## src/rtl/packed_pixel_unpacker.sv

```systemverilog
// packed_pixel_unpacker
// Read-side partner of the 8-pixel shift packer. It pulls packed bytes from
// an SDRAM read FIFO, expands each byte into eight 1-bit pixels (one per VGA
// request), drives them as full-scale or zero 10-bit colour values, and
// tracks the frame position of every emitted pixel.
module packed_pixel_unpacker #(
    parameter int H_ACTIVE  = 640,
    parameter int V_ACTIVE  = 480,
    parameter bit MSB_FIRST = 1'b1
) (
    input  logic        iCLK,
    input  logic        iRST_N,
    input  logic        iFRAME_START,
    input  logic        iREQ,
    input  logic [15:0] iFIFO_DATA,
    input  logic        iFIFO_EMPTY,
    output logic        oFIFO_RD,
    output logic [9:0]  oPIXEL,
    output logic        oPIX_VAL,
    output logic [9:0]  oX,
    output logic [8:0]  oY,
    output logic        oFRAME_DONE,
    output logic        oUNDERFLOW
);

    localparam logic [2:0] FIRST_BIT = MSB_FIRST ? 3'd7 : 3'd0;
    localparam logic [2:0] LAST_BIT  = MSB_FIRST ? 3'd0 : 3'd7;
    localparam logic [9:0] X_LAST    = 10'(H_ACTIVE - 1);
    localparam logic [8:0] Y_LAST    = 9'(V_ACTIVE - 1);

    // S_EMPTY doubles as "cur invalid", S_RUN as "cur valid".
    typedef enum logic {
        S_EMPTY = 1'b0,
        S_RUN   = 1'b1
    } state_t;

    state_t      state_q, state_d;
    logic [7:0]  cur_q, cur_d;
    logic [7:0]  nxt_q, nxt_d;
    logic        nxt_vld_q, nxt_vld_d;
    logic        rd_pend_q, rd_pend_d;
    logic [2:0]  bit_idx_q, bit_idx_d;
    logic [9:0]  x_next_q, x_next_d;
    logic [8:0]  y_next_q, y_next_d;
    logic [9:0]  pixel_q, pixel_d;
    logic        pix_val_q, pix_val_d;
    logic [9:0]  x_q, x_d;
    logic [8:0]  y_q, y_d;
    logic        frame_done_q, frame_done_d;
    logic        underflow_q, underflow_d;

    logic        rd_issue;
    logic        byte_done;
    logic        unused_fifo_hi;

    // Only the low byte carries packed pixels.
    assign unused_fifo_hi = ^iFIFO_DATA[15:8];

    // Prefetch whenever the spare slot is free and nothing is in flight; the
    // strobe is held low while reset is asserted so the FIFO is never popped.
    assign rd_issue = !nxt_vld_q && !rd_pend_q && !iFIFO_EMPTY && !iFRAME_START;
    assign oFIFO_RD = rd_issue && iRST_N;

    // Next-state logic: frame resync, pixel emission, byte refill and capture.
    always_comb begin
        state_d      = state_q;
        cur_d        = cur_q;
        nxt_d        = nxt_q;
        nxt_vld_d    = nxt_vld_q;
        rd_pend_d    = rd_issue;
        bit_idx_d    = bit_idx_q;
        x_next_d     = x_next_q;
        y_next_d     = y_next_q;
        pixel_d      = pixel_q;
        pix_val_d    = 1'b0;
        x_d          = x_q;
        y_d          = y_q;
        frame_done_d = 1'b0;
        underflow_d  = underflow_q;
        byte_done    = 1'b0;

        if (iFRAME_START) begin
            state_d     = S_EMPTY;
            nxt_vld_d   = 1'b0;
            rd_pend_d   = 1'b0;
            bit_idx_d   = FIRST_BIT;
            x_next_d    = '0;
            y_next_d    = '0;
            underflow_d = 1'b0;
        end else begin
            if (iREQ) begin
                pix_val_d = 1'b1;
                if (state_q == S_RUN) begin
                    pixel_d = {10{cur_q[bit_idx_q]}};
                    if (bit_idx_q == LAST_BIT) begin
                        byte_done = 1'b1;
                        bit_idx_d = FIRST_BIT;
                    end else if (MSB_FIRST) begin
                        bit_idx_d = bit_idx_q - 3'd1;
                    end else begin
                        bit_idx_d = bit_idx_q + 3'd1;
                    end
                end else begin
                    // Starved slot: emit black and leave the bit index alone.
                    pixel_d     = '0;
                    underflow_d = 1'b1;
                end

                x_d          = x_next_q;
                y_d          = y_next_q;
                frame_done_d = (x_next_q == X_LAST) && (y_next_q == Y_LAST);
                if (x_next_q == X_LAST) begin
                    x_next_d = '0;
                    y_next_d = (y_next_q == Y_LAST) ? 9'd0 : y_next_q + 9'd1;
                end else begin
                    x_next_d = x_next_q + 10'd1;
                end
            end

            if (byte_done) begin
                if (nxt_vld_q) begin
                    cur_d     = nxt_q;
                    nxt_vld_d = 1'b0;
                end else begin
                    state_d = S_EMPTY;
                end
            end

            // A read in flight implies nxt was empty, so the byte lands in
            // cur whenever cur is (or is just becoming) empty.
            if (rd_pend_q) begin
                if ((state_q == S_EMPTY) || (byte_done && !nxt_vld_q)) begin
                    cur_d   = iFIFO_DATA[7:0];
                    state_d = S_RUN;
                end else begin
                    nxt_d     = iFIFO_DATA[7:0];
                    nxt_vld_d = 1'b1;
                end
            end
        end
    end

    // State and registered outputs, cleared asynchronously by reset.
    always_ff @(posedge iCLK or negedge iRST_N) begin
        if (!iRST_N) begin
            state_q      <= S_EMPTY;
            cur_q        <= '0;
            nxt_q        <= '0;
            nxt_vld_q    <= 1'b0;
            rd_pend_q    <= 1'b0;
            bit_idx_q    <= FIRST_BIT;
            x_next_q     <= '0;
            y_next_q     <= '0;
            pixel_q      <= '0;
            pix_val_q    <= 1'b0;
            x_q          <= '0;
            y_q          <= '0;
            frame_done_q <= 1'b0;
            underflow_q  <= 1'b0;
        end else begin
            state_q      <= state_d;
            cur_q        <= cur_d;
            nxt_q        <= nxt_d;
            nxt_vld_q    <= nxt_vld_d;
            rd_pend_q    <= rd_pend_d;
            bit_idx_q    <= bit_idx_d;
            x_next_q     <= x_next_d;
            y_next_q     <= y_next_d;
            pixel_q      <= pixel_d;
            pix_val_q    <= pix_val_d;
            x_q          <= x_d;
            y_q          <= y_d;
            frame_done_q <= frame_done_d;
            underflow_q  <= underflow_d;
        end
    end

    assign oPIXEL      = pixel_q;
    assign oPIX_VAL    = pix_val_q;
    assign oX          = x_q;
    assign oY          = y_q;
    assign oFRAME_DONE = frame_done_q;
    assign oUNDERFLOW  = underflow_q;

endmodule

```

## config.mk

```make
export PLATFORM = sky130hd
export DESIGN_NAME = packed_pixel_unpacker
export DESIGN_NICKNAME = d
export VERILOG_FILES = /design/src/rtl/packed_pixel_unpacker.sv
export SDC_FILE = /design/constraint.sdc
export NUM_CORES = 1
export LEC_CHECK = 0
export CAP_MARGIN = 20
export CORE_ASPECT_RATIO = 1.75
export CORE_UTILIZATION = 42
export DETAILED_ROUTE_END_ITERATION = 12
export PLACE_DENSITY = 0.75
export SLEW_MARGIN = 10
export SYNTH_ARGS = -nofsm -noshare
export SYNTH_HDL_FRONTEND = slang
export SYNTH_SLANG_ARGS = --single-unit
```

## constraint.sdc

```tcl
create_clock -name iCLK -period 2.1 [get_ports iCLK]
set_clock_uncertainty 0.05 [all_clocks]
set_input_delay 0.42 -clock iCLK [delete_from_list [all_inputs] [get_ports iCLK]]
set_output_delay 0.42 -clock iCLK [all_outputs]
set_load 0.005 [all_outputs]
```

# Yosys cells after proc, flatten, opt, wreduce, memory -nomap -nowiden
# Index checks and enable logic that the tools add are counted.
[totals]
reg_bits = 73
inputBits = 21
out_inout_bits = 33
elab_cells = 83
[classes]
addsub = 3
magnitude_cmp = 1
n_eq_ne = 3
mux = 39
bitwise = 3
n_reduce_logical = 20
[op_table]
columns = ["op", "n"]
rows = [
  ["10-bit two-way mux", 4],
  ["9-bit two-way mux", 4],
  ["8-bit two-way mux", 4],
  ["1-bit two-way mux", 22],
  ["3-bit two-way mux", 4],
  ["10-bit by 1-bit adder with 10-bit output (second input constant)", 1],
  ["10-bit equality test (second input constant)", 1],
  ["9-bit by 1-bit adder with 9-bit output (second input constant)", 1],
  ["9-bit equality test (second input constant)", 1],
  ["2-bit AND reduction", 4],
  ["1-bit logical AND", 6],
  ["2-bit nonzero test", 3],
  ["1-bit zero test", 4],
  ["3-bit by 4-bit < comparator with 1-bit output (second input constant)", 1],
  ["1-bit binary-select mux with 3-bit select", 1],
  ["3-bit zero test", 1],
  ["1-bit NOT", 3],
  ["3-bit AND reduction", 1],
  ["3-bit by 1-bit subtractor with 3-bit output (second input constant)", 1],
  ["2-bit inequality test (second input constant)", 1],
  ["1-bit logical OR", 1],
]

# Depth between registers and ports, before layout
# Gate-level depths: netlist of the first run.
[logic_depth]
depth_word = 10
mapped_depth = 7
mapped_depth_nobuf = 6

# Least setup slack after synthesis of the first run
# No wires, ideal clock.
[synth_path]
path_type = "reg2reg"
from = "register bit_idx_q[1]"
to = "register nxt_q[0]"
setup_time_ns = 0.125
arrival_time_ns = 1.670
setup_slack_ns = 0.255
stages_incl_launch_ff = 7
n_path_buf = 0
period_less_slack_ns = 1.845
path_cell_list = "dfstp_2 -> inv_1 -> ha_1 -> nand3b_1 -> o21a_1 -> nand3b_1 -> mux2_2"
[synth_between]
elab_chain_cells = 9
[synth_lines]
columns = ["element", "line_no", "text"]
rows = [
  ["start, declared", "42", "logic [2:0] bit_idx_q, bit_idx_d;"],
  ["start signal, assigned", "166", "bit_idx_q <= bit_idx_d;"],
  ["3-bit zero test", "95", "if (bit_idx_q == LAST_BIT) begin"],
  ["1-bit two-way mux", "95", ""],
  ["1-bit two-way mux", "93", "if (state_q == S_RUN) begin"],
  ["1-bit two-way mux", "91", "if (iREQ) begin"],
  ["1-bit two-way mux", "82", "if (iFRAME_START) begin"],
  ["1-bit logical AND", "132", "if ((state_q == S_EMPTY) || (byte_done && !nxt_vld_q)) begin"],
  ["1-bit logical OR", "132", ""],
  ["1-bit NOT (no line)", "--", ""],
  ["3-bit AND reduction (no line)", "--", ""],
  ["end signal, assigned", "163", "nxt_q <= nxt_d;"],
  ["end, declared", "39", "logic [7:0] nxt_q, nxt_d;"],
]
# Every way passes these cells. The select of a mux whose other input is x is not followed.
# A chain may end at the register's enable or synchronous reset.

# Worst setup path after layout of the first run
[layout_path]
from = "input port iFIFO_EMPTY"
to = "output port oFIFO_RD"
[layout_between]
elab_chain_cells = 4
[layout_lines]
columns = ["element", "line_no", "text"]
rows = [
  ["start, declared", "16", "input logic iFIFO_EMPTY,"],
  ["1-bit zero test", "61", "assign rd_issue = !nxt_vld_q && !rd_pend_q && !iFIFO_EMPTY && !iFRAME_START;"],
  ["1-bit logical AND (2 in series)", "61", ""],
  ["1-bit logical AND", "62", "assign oFIFO_RD = rd_issue && iRST_N;"],
  ["end, declared", "17", "output logic oFIFO_RD,"],
]
# Every way passes these cells.

==> results.yml, run 1 <==
floorplan:
  core_mm2: 0.006907
  fp.dieArea_mm2: 0.007511
  start_util: 0.4351
  rows: 40
  fp.dieW_um: 65.95
  die_h_um: 113.9
  io_pins: 54
global_route:
  grt_pass1_wl_mm: 10.16
  grt.total_usage: 0.1831
  grt-ovfl-total: 0
  antenna_found_initial: 0
  grt_pass1_vias: 2234
  grt_max_degree: 65
timing:
  timing.hold.ws_ns: 0.2309
  maxSlewViolCount: 0
  setup_viol: 0
  timing_worst_slew_pin_value_ns: 0.7819
  fin_crit_sh: 0.9546
  fmax_mhz: 498.8
  rsz0062_at_grt: "false"
  relSlewSlack: 0.4787
  finalSetupTns_ns: 0
  hold_viol_final: 0
  min_period_ns: 2.005
clocking:
  clk_latency_ns: 0.33
  ctsHtreeMaxLevel: 3
  clock-sinks: 64
  holdBufCountCts: 0
  root_buffer: "clkbuf_16"
  numCtsBuffers: 9
  cts_tree: "done"
  path_clk_slew_ns: 0.05
  clock_path_buffers: 2
detailed_routing:
  drc: 0
  drt_pre_antenna_iters: 4
  ant_nets: 0
  finalWirelength_mm: 5.949
  drt_iter0_drc: 111
  wl_per_cell_um: 14.69
  vias: 2158
  viasPerCell: 5.328
pwr:
  p_leak_nw: 1.727
  power_mw: 3.107
  power.share.sequential: 0.457
  netSwitchingFraction: 0.2314
  p_comb_frac: 0.115
  switchingPower_mw: 0.7190
  p_int_mw: 2.388
  ir_worst_vdd_mv: 0.5773
  power_density_mw_per_mm2: 805.6
  clockPowerShare: 0.428
synthesis:
  synthesis.area_per_instance_um2: 11.51
  yosys_warnings: 0
  ys.flop_type: "dfrtp_1"
  synth_nets: 286
  async_flop_share: 1.000
  ys_types: 43
  ys_seq_area_frac: 0.5341
  netlist_area_mm2: 0.003005
  synth-seq-cells: 64
  synth_edf_count: 0
  syn_inst: 261
placement:
  dp_hpwl_mm: 4.097
  gp_congestion: 0.7831
  io_buffers: 45
setup_path:
  critPathRequiredTime_ns: 1.63
  path_max_fanout: 2
  critical_path.startpoint_type: "input port"
  crit_type: "in2out"
  crit_arrival_ns: 1.53
  worstRegToRegCells: 7
  cp-end-kind: "primary output"
layout:
  final_util: 0.5583
  diodes: 0
  drive_gt1_frac: 0.2243
  multi_input_area_mm2: 0.001252
  regArea_mm2: 0.001605
  num-nets-final: 341
  syn_to_final_growth_pct: 28.31
  fill_cells: 616
job:
  drv_cap: 0
status:
  status: "complete, no violations"
worst_hold_path:
  hp-class: "in2async"
power by group through the flow:
stage | sequential, mW | clock [mW] | combinational [mW]
floorplan | 1.42 | 0 | 0.231
global placement | 1.43 | 0 | 0.349
detailed placement | 1.44 | 0 | 0.361
CTS | 1.42 | 1.35 | 0.365
global route | 1.43 | 1.42 | 0.392
finish | 1.42 | 1.33 | 0.359
synthesized netlist by cell type, types with 2 or more instances:
cell | n | area share
nand3_1 | 9 | 0.015
nor4_1 | 3 | 0.0062
a221o_1 | 5 | 0.017
mux2_2 | 26 | 0.097
mux4_2 | 2 | 0.015
ha_1 | 4 | 0.017
clkbuf_1 | 2 | 0.0025
and4_1 | 3 | 0.0087
nand2_1 | 16 | 0.020
nand2b_1 | 8 | 0.017
dfstp_2 | 3 | 0.026
nor2_1 | 16 | 0.020
nor2b_1 | 5 | 0.010
xor2_1 | 4 | 0.012
or4_1 | 3 | 0.0075
buf_2 | 5 | 0.0083
nor3_1 | 6 | 0.010
nand4_1 | 2 | 0.0042
mux2i_1 | 2 | 0.0067
o21ai_0 | 8 | 0.013
xnor2_1 | 5 | 0.015
inv_1 | 9 | 0.011
nand3b_1 | 5 | 0.012
and3_2 | 3 | 0.0075
a21oi_1 | 16 | 0.027
o22ai_1 | 4 | 0.0083
dfrtp_1 | 61 | 0.51
buf_4 | 11 | 0.027
kinds of logic after synthesis:
family	synth area share
adder cells (fa/ha/maj)	0.01665
AO/OA/AOI/OAI	0.08202
buffers and inverters	0.05329
AND/OR/NAND/NOR	0.1686
XOR/XNOR	0.02623
multiplexers	0.1191
flip-flops	0.5341
metal layers:
layer / routed length [um] / global-route usage
met2: 3348 / 0.3177
met4: 203 / 0.1277
met1: 2232 / 0.1919
met5: 0 / 0
met3: 165 / 0.03600
final timing paths:
path	from	end	slack, ns
setup / recovery	iFIFO_EMPTY	oFIFO_RD	0.1
hold / removal	iRST_N	nxt_q[6]	0.23
setup reg to reg	bit_idx_q[0]	cur_q[1]	0.14
hold reg to reg	oX[2]	oX[2]	0.44
max in group asynchronous	iRST_N	x_next_q[5]	1.24
min in group iCLK	oX[2]	oX[2]	0.44
layout make-up:
class	instances	share of cell area
inverters	9	0.008761
multi-input cells	169	0.3248
clock inverters	3	0.004543
clock buffers	13	0.06489
well taps	84	0.02726
flip-flops and latches	64	0.4163
repair buffers	63	0.1535
state kept, by name, indices dropped and copies added, names as in the netlist:
signal       count
cur_q            8
bit_idx_q        3
nxt_q            8
oFRAME_DONE      1
y_next_q         9
rd_pend_q        1
x_next_q        10
oPIXEL           1
oUNDERFLOW       1
state_q          1
oX              10
oPIX_VAL         1
nxt_vld_q        1
oY               9
worst max-delay path, stage by stage:
cell and delay, ns:
clkdlybuf4s50_1 0.41, nor4_2 0.31, and2_1 0.16, dlygate4sd2_1 0.23
what timing repair did:
action                                  CTS  global route
endpoints found under the setup margin    1             5
gates resized for setup                   2             1
setup buffers                             1             0
pin swaps                                 2             0
cell usage in the layout, fill, tap and decap left out, types with 2 or more instances in the layout:
cell	instances
and3_2	3
buf_4	17
xor2_1	4
inv_1	9
a21oi_1	16
nor2_1	16
ha_1	4
nand4_1	2
clkbuf_16	9
dfrtp_1	61
nand2b_1	8
clkinv_2	2
xnor2_1	5
nor4_2	2
or4_1	3
clkdlybuf4s50_1	43
dfstp_2	3
nand3b_1	5
and4_1	3
mux2i_1	2
o21ai_0	8
clkbuf_1	3
a221o_1	5
nand2_1	16
o22ai_1	4
mux2_2	26
nor2b_1	5
nand3_1	9
mux4_2	2
nor3_1	6
per-stage QoR:
step	instance area (um^2)	instances	setup WS (ns)
2_1_floorplan	3005	261	0.2551
3_3_place_gp	3570	388	-0.2171
3_5_place_dp	3570	388	-0.2526
4_1_cts	3850	405	0.07441
5_1_grt	3856	405	0.02362
6_report	3856	405	0.09533
Power figures use the tool's default switching activity.
==> run 2: changes to the inputs <==
CORE_MARGIN = 10   (was unset)
TNS_END_PERCENT = 10   (was unset)
==> run 2 against run 1 <==
Total power increased by 8.6%; worst setup slack lost 0.0051 ns; non-clock buffer count rose by 4; critical path type unchanged; largest power group is now the clock network.
==> results.yml, run 2 (synthesis results as in run 1) <==
global_route:
  grt_pass1_vias: 2263
  grt_pass1_wl_mm: 10.94
  grt_max_degree: 65
  grt.total_usage: 0.1194
  grt-ovfl-total: 0
  antenna_found_initial: 0
floorplan:
  fp.dieArea_mm2: 0.01107
  die_h_um: 131.9
  rows: 40
  io_pins: 54
  core_mm2: 0.006907
  start_util: 0.4351
  fp.dieW_um: 83.95
detailed_routing:
  met3_length_um: 321
  vias: 2198
  ant_nets: 0
  detail_route.wirelength.met1_mm: 2.415
  drt_pre_antenna_iters: 4
  drt_iter0_drc: 211
  drc: 0
  finalWirelength_mm: 6.389
  wl_per_cell_um: 15.62
  dr_wl_met2_mm: 3.468
  viasPerCell: 5.374
  top_layer_used: "met4"
job:
  drv_cap: 0
setup_path:
  crit_arrival_ns: 1.54
  critPathRequiredTime_ns: 1.63
  cp_top_family: "buffers and inverters"
  cp-end-kind: "primary output"
  critical_path.startpoint_type: "input port"
  crit_type: "in2out"
  path_max_fanout: 2
  crit_buf_inv: 2
  path_cells: "clkdlybuf4s50_1 -> nor4_2 -> and2_1 -> dlygate4sd2_1"
  slowest_delay_ns: 0.41
  slowest_stage: "clkdlybuf4s50_1"
pwr:
  p_comb_frac: 0.110
  power.share.sequential: 0.421
  p_leak_nw: 1.772
  power_density_mw_per_mm2: 856.5
  switchingPower_mw: 0.7359
  power_mw: 3.372
  ir_worst_vdd_mv: 0.9887
  clockPowerShare: 0.469
  netSwitchingFraction: 0.2182
  p_int_mw: 2.636
clocking:
  clk_latency_ns: 0.33
  ctsHtreeMaxLevel: 3
  path_clk_slew_ns: 0.05
  cts_tree: "done"
  numCtsBuffers: 9
  holdBufCountCts: 0
  root_buffer: "clkbuf_16"
  clock_path_buffers: 2
  clock-sinks: 64
timing:
  setup_viol: 0
  fmax_mhz: 497.6
  relSlewSlack: 0.4714
  maxSlewViolCount: 0
  finalSetupTns_ns: 0
  rsz0062_at_grt: "false"
  timing_worst_slew_pin_value_ns: 0.7928
  hold_viol_final: 0
  min_period_ns: 2.010
  fin_crit_sh: 0.9571
  fin_ws_ns: 0.09018
placement:
  post-place-cells: 387
  gp_congestion: 0.8223
  io_buffers: 45
  place_ws_ns: -0.2414
  dp_hpwl_mm: 4.387
layout:
  layout_common_cells: "61 x dfrtp_1, 43 x clkdlybuf4s50_1, 26 x mux2_2, 21 x buf_4"
  syn_to_final_growth_pct: 31.02
  final_common_cell: "dfrtp_1"
  stdcell_count: 409
  num-nets-final: 345
  drive_gt1_frac: 0.2400
  diodes: 0
status:
  status: "complete, no violations"
worst_hold_path:
  hp-class: "in2async"
run 2: final timing paths:
kind | start | end | slack, ns | cells after the start
min in group iCLK | oX[2] | oX[2] | 0.44 | 2
max | iFIFO_EMPTY | oFIFO_RD | 0.09 | 4
min | iRST_N | nxt_q[4] | 0.22 | 2
max reg2reg | bit_idx_q[0] | cur_q[4] | 0.12 | 8
max in group asynchronous | iRST_N | oX[3] | 1.23 | 2
min reg2reg | oX[2] | oX[2] | 0.44 | 2
run 2: stage by stage:
step / util / hold WS (ns) / cell area, um^2
after CTS: 0.5678 / 0.2892 / 3921
final: 0.5701 / 0.2194 / 3938
after detailed placement: 0.5158 / 0.4348 / 3562
after global placement: 0.5158 / 0.4233 / 3562
after global routing: 0.5701 / 0.3258 / 3938
after floorplan: - / 0.07441 / 3005
run 2: final cells by class:
type | count | area, um^2
Clock buffer | 12 | 246.5
Clock inverter | 4 | 70.07
Fill cell | 588 | 2969
Inverter | 9 | 33.78
Tap cell | 84 | 105.1
Sequential cell | 64 | 1605
Multi-Input combinational cell | 169 | 1255
Timing Repair Buffer | 67 | 621.8
run 2: routing by layer:
layer | vias to the layer above | GRT usage
met5 | - | 0
met2 | 54 | 0.2072
met1 | 1083 | 0.1213
li1 | 1041 | -
met4 | 0 | 0.06729
met3 | 20 | 0.03899
run 2: power groups by stage:
| stage | sequential [mW] | clock [mW] | combinational (mW) |
|---|---|---|---|
| global placement | 1.43 | 0 | 0.353 |
| finish | 1.42 | 1.58 | 0.371 |
| global route | 1.43 | 1.65 | 0.412 |
| CTS | 1.42 | 1.60 | 0.377 |
| floorplan | 1.42 | 0 | 0.231 |
| detailed placement | 1.44 | 0 | 0.362 |
run 2: what timing repair did:
| item | CTS | global route |
|---|---|---|
| endpoints found under the setup margin | 1 | 5 |
| setup buffers | 5 | 1 |
| resized for setup | 2 | 2 |
| pin swaps | 2 | 0 |
